==> src/rtl/mem_arbiter_if.sv <==
// Bus bundle between the core's fetch/load-store ports, the arbiter and the RAM macro.
// The arbiter takes the slave view; the core/RAM side takes the master view.
interface mem_arbiter_if #(
    parameter int ADDR_W = 12,
    parameter int DATA_W = 32
);
    localparam int STRB_W = DATA_W / 8;

    logic              i_valid;
    logic [ADDR_W-1:0] i_addr;
    logic              i_ready;
    logic              i_rvalid;
    logic [DATA_W-1:0] i_rdata;

    logic              d_valid;
    logic [ADDR_W-1:0] d_addr;
    logic              d_we;
    logic [STRB_W-1:0] d_wstrb;
    logic [DATA_W-1:0] d_wdata;
    logic              d_ready;
    logic              d_rvalid;
    logic [DATA_W-1:0] d_rdata;

    logic              mem_en;
    logic [ADDR_W-1:0] mem_addr;
    logic [STRB_W-1:0] mem_we;
    logic [DATA_W-1:0] mem_wdata;
    logic [DATA_W-1:0] mem_rdata;

    modport slave (
        input  i_valid, i_addr, d_valid, d_addr, d_we, d_wstrb, d_wdata, mem_rdata,
        output i_ready, i_rvalid, i_rdata, d_ready, d_rvalid, d_rdata,
               mem_en, mem_addr, mem_we, mem_wdata
    );

    modport master (
        output i_valid, i_addr, d_valid, d_addr, d_we, d_wstrb, d_wdata, mem_rdata,
        input  i_ready, i_rvalid, i_rdata, d_ready, d_rvalid, d_rdata,
               mem_en, mem_addr, mem_we, mem_wdata
    );
endinterface

==> src/rtl/mem_arbiter.sv <==
// Round-robin arbiter sharing one single-port synchronous RAM between instruction
// fetch and load/store; one access per cycle, fixed one-cycle response.
module mem_arbiter (
    input  logic          clk,
    input  logic          resetn,
    mem_arbiter_if.slave  bus
);
    logic rr_q, rr_d;
    logic rsp_i_q, rsp_i_d;
    logic rsp_d_q, rsp_d_d;
    logic rsp_w_q, rsp_w_d;
    logic grant_i, grant_d;

    always_comb begin
        grant_i = 1'b0;
        grant_d = 1'b0;
        rr_d    = rr_q;
        rsp_i_d = 1'b0;
        rsp_d_d = 1'b0;
        rsp_w_d = 1'b0;

        // rr = 1 hands a tie to fetch; a lone requester always wins.
        if (resetn) begin
            grant_i = bus.i_valid && (!bus.d_valid || rr_q);
            grant_d = bus.d_valid && (!bus.i_valid || !rr_q);
        end

        if (grant_i) begin
            rr_d = 1'b0;
        end else if (grant_d) begin
            rr_d = 1'b1;
        end

        rsp_i_d = grant_i;
        rsp_d_d = grant_d;
        rsp_w_d = grant_d && bus.d_we;
    end

    always_ff @(posedge clk) begin
        if (!resetn) begin
            rr_q    <= 1'b0;
            rsp_i_q <= 1'b0;
            rsp_d_q <= 1'b0;
            rsp_w_q <= 1'b0;
        end else begin
            rr_q    <= rr_d;
            rsp_i_q <= rsp_i_d;
            rsp_d_q <= rsp_d_d;
            rsp_w_q <= rsp_w_d;
        end
    end

    always_comb begin
        bus.i_ready   = grant_i;
        bus.d_ready   = grant_d;
        bus.mem_en    = grant_i || grant_d;
        bus.mem_addr  = grant_d ? bus.d_addr : bus.i_addr;
        bus.mem_we    = (grant_d && bus.d_we) ? bus.d_wstrb : '0;
        bus.mem_wdata = bus.d_wdata;
    end

    // Responses are masked while resetn is low so a grant just before a reset
    // never surfaces; d_rdata is held at zero unless a read response is showing.
    always_comb begin
        bus.i_rvalid = rsp_i_q && resetn;
        bus.i_rdata  = bus.mem_rdata;
        bus.d_rvalid = rsp_d_q && resetn;
        bus.d_rdata  = (rsp_d_q && !rsp_w_q) ? bus.mem_rdata : '0;
    end
endmodule

==> src/flat_wrapper.sv <==
// flat-port wrapper written by rule: the top's interface ports become plain ports
module mem_arbiter_flat 
  (clk, resetn, bus_i_valid, bus_i_addr, bus_d_valid, bus_d_addr, bus_d_we, bus_d_wstrb, bus_d_wdata, bus_mem_rdata, bus_i_ready, bus_i_rvalid, bus_i_rdata, bus_d_ready, bus_d_rvalid, bus_d_rdata, bus_mem_en, bus_mem_addr, bus_mem_we, bus_mem_wdata);
  mem_arbiter_if #(.ADDR_W((12)), .DATA_W((32))) bus_i ();
  input  logic clk;
  input  logic resetn;
  input wire logic [$bits(bus_i.i_valid)-1:0] bus_i_valid;
  input wire logic [$bits(bus_i.i_addr)-1:0] bus_i_addr;
  input wire logic [$bits(bus_i.d_valid)-1:0] bus_d_valid;
  input wire logic [$bits(bus_i.d_addr)-1:0] bus_d_addr;
  input wire logic [$bits(bus_i.d_we)-1:0] bus_d_we;
  input wire logic [$bits(bus_i.d_wstrb)-1:0] bus_d_wstrb;
  input wire logic [$bits(bus_i.d_wdata)-1:0] bus_d_wdata;
  input wire logic [$bits(bus_i.mem_rdata)-1:0] bus_mem_rdata;
  output wire logic [$bits(bus_i.i_ready)-1:0] bus_i_ready;
  output wire logic [$bits(bus_i.i_rvalid)-1:0] bus_i_rvalid;
  output wire logic [$bits(bus_i.i_rdata)-1:0] bus_i_rdata;
  output wire logic [$bits(bus_i.d_ready)-1:0] bus_d_ready;
  output wire logic [$bits(bus_i.d_rvalid)-1:0] bus_d_rvalid;
  output wire logic [$bits(bus_i.d_rdata)-1:0] bus_d_rdata;
  output wire logic [$bits(bus_i.mem_en)-1:0] bus_mem_en;
  output wire logic [$bits(bus_i.mem_addr)-1:0] bus_mem_addr;
  output wire logic [$bits(bus_i.mem_we)-1:0] bus_mem_we;
  output wire logic [$bits(bus_i.mem_wdata)-1:0] bus_mem_wdata;
  assign bus_i.i_valid = bus_i_valid;
  assign bus_i.i_addr = bus_i_addr;
  assign bus_i.d_valid = bus_d_valid;
  assign bus_i.d_addr = bus_d_addr;
  assign bus_i.d_we = bus_d_we;
  assign bus_i.d_wstrb = bus_d_wstrb;
  assign bus_i.d_wdata = bus_d_wdata;
  assign bus_i.mem_rdata = bus_mem_rdata;
  assign bus_i_ready = bus_i.i_ready;
  assign bus_i_rvalid = bus_i.i_rvalid;
  assign bus_i_rdata = bus_i.i_rdata;
  assign bus_d_ready = bus_i.d_ready;
  assign bus_d_rvalid = bus_i.d_rvalid;
  assign bus_d_rdata = bus_i.d_rdata;
  assign bus_mem_en = bus_i.mem_en;
  assign bus_mem_addr = bus_i.mem_addr;
  assign bus_mem_we = bus_i.mem_we;
  assign bus_mem_wdata = bus_i.mem_wdata;
  mem_arbiter u_core (.clk(clk), .resetn(resetn), .bus(bus_i));
endmodule
==> config.mk <==
export PLATFORM = sky130hd
export DESIGN_NAME = mem_arbiter_flat
export DESIGN_NICKNAME = d
export VERILOG_FILES = /design/src/rtl/mem_arbiter_if.sv /design/src/rtl/mem_arbiter.sv /design/src/flat_wrapper.sv
export SDC_FILE = /design/constraint.sdc
export NUM_CORES = 1
export LEC_CHECK = 0
export BUFFER_PORTS_ARGS = -buffer_cell sky130_fd_sc_hd__buf_2
export CAP_MARGIN = 20
export CORE_AREA = 2 2 82 84
export CTS_BUF_LIST = sky130_fd_sc_hd__clkbuf_8
export DETAILED_ROUTE_END_ITERATION = 12
export DIE_AREA = 0 0 84 86
export GPL_TIMING_DRIVEN = 0
export PLACE_DENSITY = 0.69
export SYNTH_ARGS = -nofsm -noshare
export SYNTH_HDL_FRONTEND = slang
export SYNTH_SLANG_ARGS = --single-unit
export TNS_END_PERCENT = 50
==> constraint.sdc <==
create_clock -name clk -period 1.6 [get_ports clk]
set_input_delay 0.24 -clock clk [delete_from_list [all_inputs] [get_ports clk]]
set_output_delay 0.24 -clock clk [all_outputs]
set_load 0.005 [all_outputs]
* Word level (Yosys, flattened, before mapping)
Cells that the tools add are included.
W data, S select, Z words.
** Storage, ports and cells
- Flip-flop bits (word level) :: 4
- Logic and storage cells :: 24
- Input port bits :: 97
- Output and inout port bits :: 117
** Operators by class
- Muxes and demuxes :: 5
- Reductions and logical operators :: 14
- Bitwise operators :: 1
** Operators with widths (count)
- $mux W32 :: 1
- $mux W12 :: 1
- $logic_and A1 B1 Y1 :: 6
- $logic_not A1 Y1 :: 4
- $mux W4 :: 1
- $logic_or A1 B1 Y1 :: 3
- $mux W1 :: 2
- $reduce_or A2 Y1 :: 1
- $not A1 Y1 :: 1

* Depth between registers and ports, before layout
- Word-level depth :: 6
- Depth in mapped cells :: 4
- Mapped depth without buffers :: 3

* Least setup slack after synthesis
Ideal clock, no wire load.
- Path kind :: flip-flop to output port
- Start :: register u_core.rr_q
- End :: output port bus_mem_addr[10]
- Setup slack :: 0.350 ns
- Path buffers :: 1
- Required time :: 1.360 ns
- Arrival time :: 1.010 ns
- Cell stages (with the launch flop) :: 5
- Path through :: dfxtp_1 -> nand2_1 -> nand3_4 -> buf_6 -> mux2_4
** On the way
- Longest elaborated chain between the ends :: 5
** RTL lines
- start: declaration :: line mem_arbiter.sv:8 : logic rr_q, rr_d;
- start signal: assignment :: line mem_arbiter.sv:46 : rr_q <= rr_d;
- $logic_not A1 Y1 :: line mem_arbiter.sv:25 : grant_d = bus.d_valid && (!bus.i_valid || !rr_q);
- $logic_or A1 B1 Y1 :: line mem_arbiter.sv:25
- $logic_and A1 B1 Y1 :: line mem_arbiter.sv:25
- $mux W1 :: line mem_arbiter.sv:23 : if (resetn) begin
- $mux W12 :: line mem_arbiter.sv:57 : bus.mem_addr = grant_d ? bus.d_addr : bus.i_addr;
- end: declaration :: line flat_wrapper.sv:22 : output wire logic [$bits(bus_i.mem_addr)-1:0] bus_mem_addr;
No other way between the ends.

* Worst setup path in the final report
- Start :: register u_core.rr_q
- End :: output port bus_mem_addr[8]
Same word-level chain as after synthesis.

==> out/metrics.yaml <==
place:
  placed_cells: 393
  gp_congestion: 0.659
  port_buffers: 181
  preCtsSetupSlack_ns: -0.0229
  hpwl_um: 3620
status:
  outcome: "finished clean"
routing:
  vias: 1429
  drt_iter0_drc: 14
  drc_errors: 0
  viasPerCell: 3.60
  avgRoutedWirePerCell_um: 10.2
  postRouteAntennaNets: 0
  wl_um: 4040
  first_pass_iters: 4
floorplanning:
  die_h_um: 86
  row_count: 29
  pin_count: 214
  die_w_um: 84
  die-area_um2: 7220
  core_um2: 6280
  start_util_pct: 17.0
yosys:
  yosys-top-cells-area: "buf_4, and2_1, mux2_4, dfxtp_1, mux2_2"
  syn_inst: 135
  netlist_area_um2: 1060
  yosysTopAreaCellShare_pct: 45.1
  synth_cell_type_count: 15
  syn_avg_cell_area_um2: 7.89
  yosys_warnings: 0
  synth-seq-cells: 4
  yosysTopAreaCell: "buf_4"
  synth-seq-area-share_pct: 7.52
  synth_nets: 232
sta:
  drv_slew: 0
  post-route-worst-setup-slack_ns: 0.0214
  grt_setup_unrepaired: "true"
  max_freq_ghz: 0.633
  fin_skew_ns: 0.00364
  finalSetupViolations: 0
  worst_pin_slew_ns: 0.175
  timing.final.crit_share_pct: 98.7
  layout_min_cycle_time_ns: 1.58
  hold_viol: 0
  slew_headroom_pct: 88.3
  finalSetupTns_ns: 0
cts:
  clk_pin_slew_ns: 0.03
  clk_latency_ns: 0.22
  cts_buffers: 3
  cts_tree: "yes"
  ctsRootBufferMaster: "clkbuf_8"
  numClockSinks: 4
  cts_buffer_depth: 2
  htreeDepth: 1
  hold_buffers: 0
hold_path:
  min_delay_worst_endpoint: "u_core.rr_q"
  min_path_cells: 2
  hp-start: "bus_i_valid"
  hold_class: "primary input to flip-flop"
power_and_ir_drop:
  ir_drop_uv: 326
  p_per_area_nw_per_um2: 376
  p_leak_nw: 1.42
  seq_power_share_pct: 13.5
  switching_power_uw: 223
  switching_share_pct: 27.2
  p_total_uw: 822
  pwr-share-comb_pct: 60.9
  power.internal_uw: 599
  p_clk_share_pct: 25.6
worst_setup_path:
  crit_path_end_kind: "output port"
  critPathMaxStageDelay_ns: 0.34
  cp_slowest_cell: "dfxtp_2"
  worstSetupPathType: "flip-flop to output port"
  path_cells: "nand2_2 > nand3_4 > buf_12 > mux2_4 > buf_6"
  cp.arrival_ns: 1.34
  reg2regPathDepth: 5
  ff2ff_setup_slack_ns: 0.67
  cp_max_fo: 10
  crit_path_start: "u_core.rr_q"
  start_kind: "flip-flop"
  timing.rr.start: "u_core.rr_q"
  crit_required_ns: 1.36
  reg2reg_to: "u_core.rsp_d_q"
layout:
  drive_gt1_share_pct: 84.1
  post-route-util_pct: 34.9
  syn2layout_area_growth_pct: 106
  diodes: 0
  final_nets: 419
  finalNonFillerCells: 397
global_routing:
  grt_pass1_wl_um: 5570
  grt_remaining_overflow: 0
  track_usage_pct: 9.21
  grt_max_degree: 11
  antenna_found_initial: 0
  grt_pass1_vias: 1239
run:
  cap_violations: 0
-- kinds of logic (layout without fill, tap and decap cells) --
family | after synthesis | count (layout) | share of synthesized area, %
buffers and inverters | 71 | 256 | 48.3
and+or+nand+nor | 43 | 43 | 26.1
muxes | 12 | 12 | 15.5
AOI/OAI and AO/OA | 5 | 5 | 2.58
DFF | 4 | 4 | 7.52
-- through the flow --
stage                     hold slack [ns]  area [µm²]
after floorplan                     0.333        1060
after global placement              0.455        2070
after detailed placement            0.463        2070
after CTS                           0.237        2130
after global routing                0.264        2190
final                               0.247        2190
-- worst max path at each step --
stage | endpoint | depth (start not counted)
5_1_grt | bus_mem_addr[8] | 5
3_3_place_gp | bus_d_rdata[23] | 4
6_report | bus_mem_addr[8] | 5
2_1_floorplan | bus_mem_addr[10] | 4
4_1_cts | bus_mem_addr[3] | 5
3_5_place_dp | bus_d_rdata[28] | 4
-- placed cells by master, fill, tap and decap left out, drive strengths merged --
cell and instances:
buf 247, and2 38, mux2 12, clkbuf 6, dfxtp 4, inv 3, a21oi 3, nand2 2
nand3 1, and4 1, nor2b 1, o21a 1, o21ai 1
-- metal layers --
metal	GRT usage (%)	vias up	part of all wire [%]
li1	-	727	-
met1	9.29	611	32
met2	18.9	91	57
met3	3.27	0	10
met4	0.440	0	0
met5	0	-	0
-- what timing repair did --
item,4_1_cts,5_1_grt
buffers inserted,0,1
pin swaps,1,0
resized for setup,9,8
endpoints found under the setup margin,38,8
-- synth_stat cells, drive strengths merged --
library cell and count:
nand3 1, o21ai 1, nand2 2, nor2b 1, dfxtp 4, buf 65, mux2 12, a21oi 3
inv 3, and4 1, and2 38, o21a 1, clkbuf 3
-- flip-flops by register name, summed over array words and instances (netlist names) --
register        flops
u_core.rsp_w_q      1
u_core.rr_q         1
u_core.rsp_d_q      1
u_core.rsp_i_q      1
-- power groups by stage --
stage / clock network, mW / registers [mW] / logic [mW]
6_report: 0.210 / 0.111 / 0.501
5_1_grt: 0.232 / 0.112 / 0.547
2_1_floorplan: 0 / 0.110 / 0.235
4_1_cts: 0.219 / 0.111 / 0.485
3_5_place_dp: 0 / 0.111 / 0.477
3_3_place_gp: 0 / 0.110 / 0.470
-- critical path, delay by kind of cell (launching register included) --
family,cells,cell delay [ns]
buf+inv,2,0.27
flops,1,0.34
mux,1,0.31
simple gates,2,0.19
-- layout make-up --
type                            count  area (µm²)
Buffer                             68         515
Clock buffer                        3        41.3
Fill cell                         670        4090
Inverter                            3        11.3
Multi-Input combinational cell     60         480
Sequential cell                     4        81.3
Tap cell                           77        96.3
Timing Repair Buffer              182         963
Power figures use the tool's default switching activity.
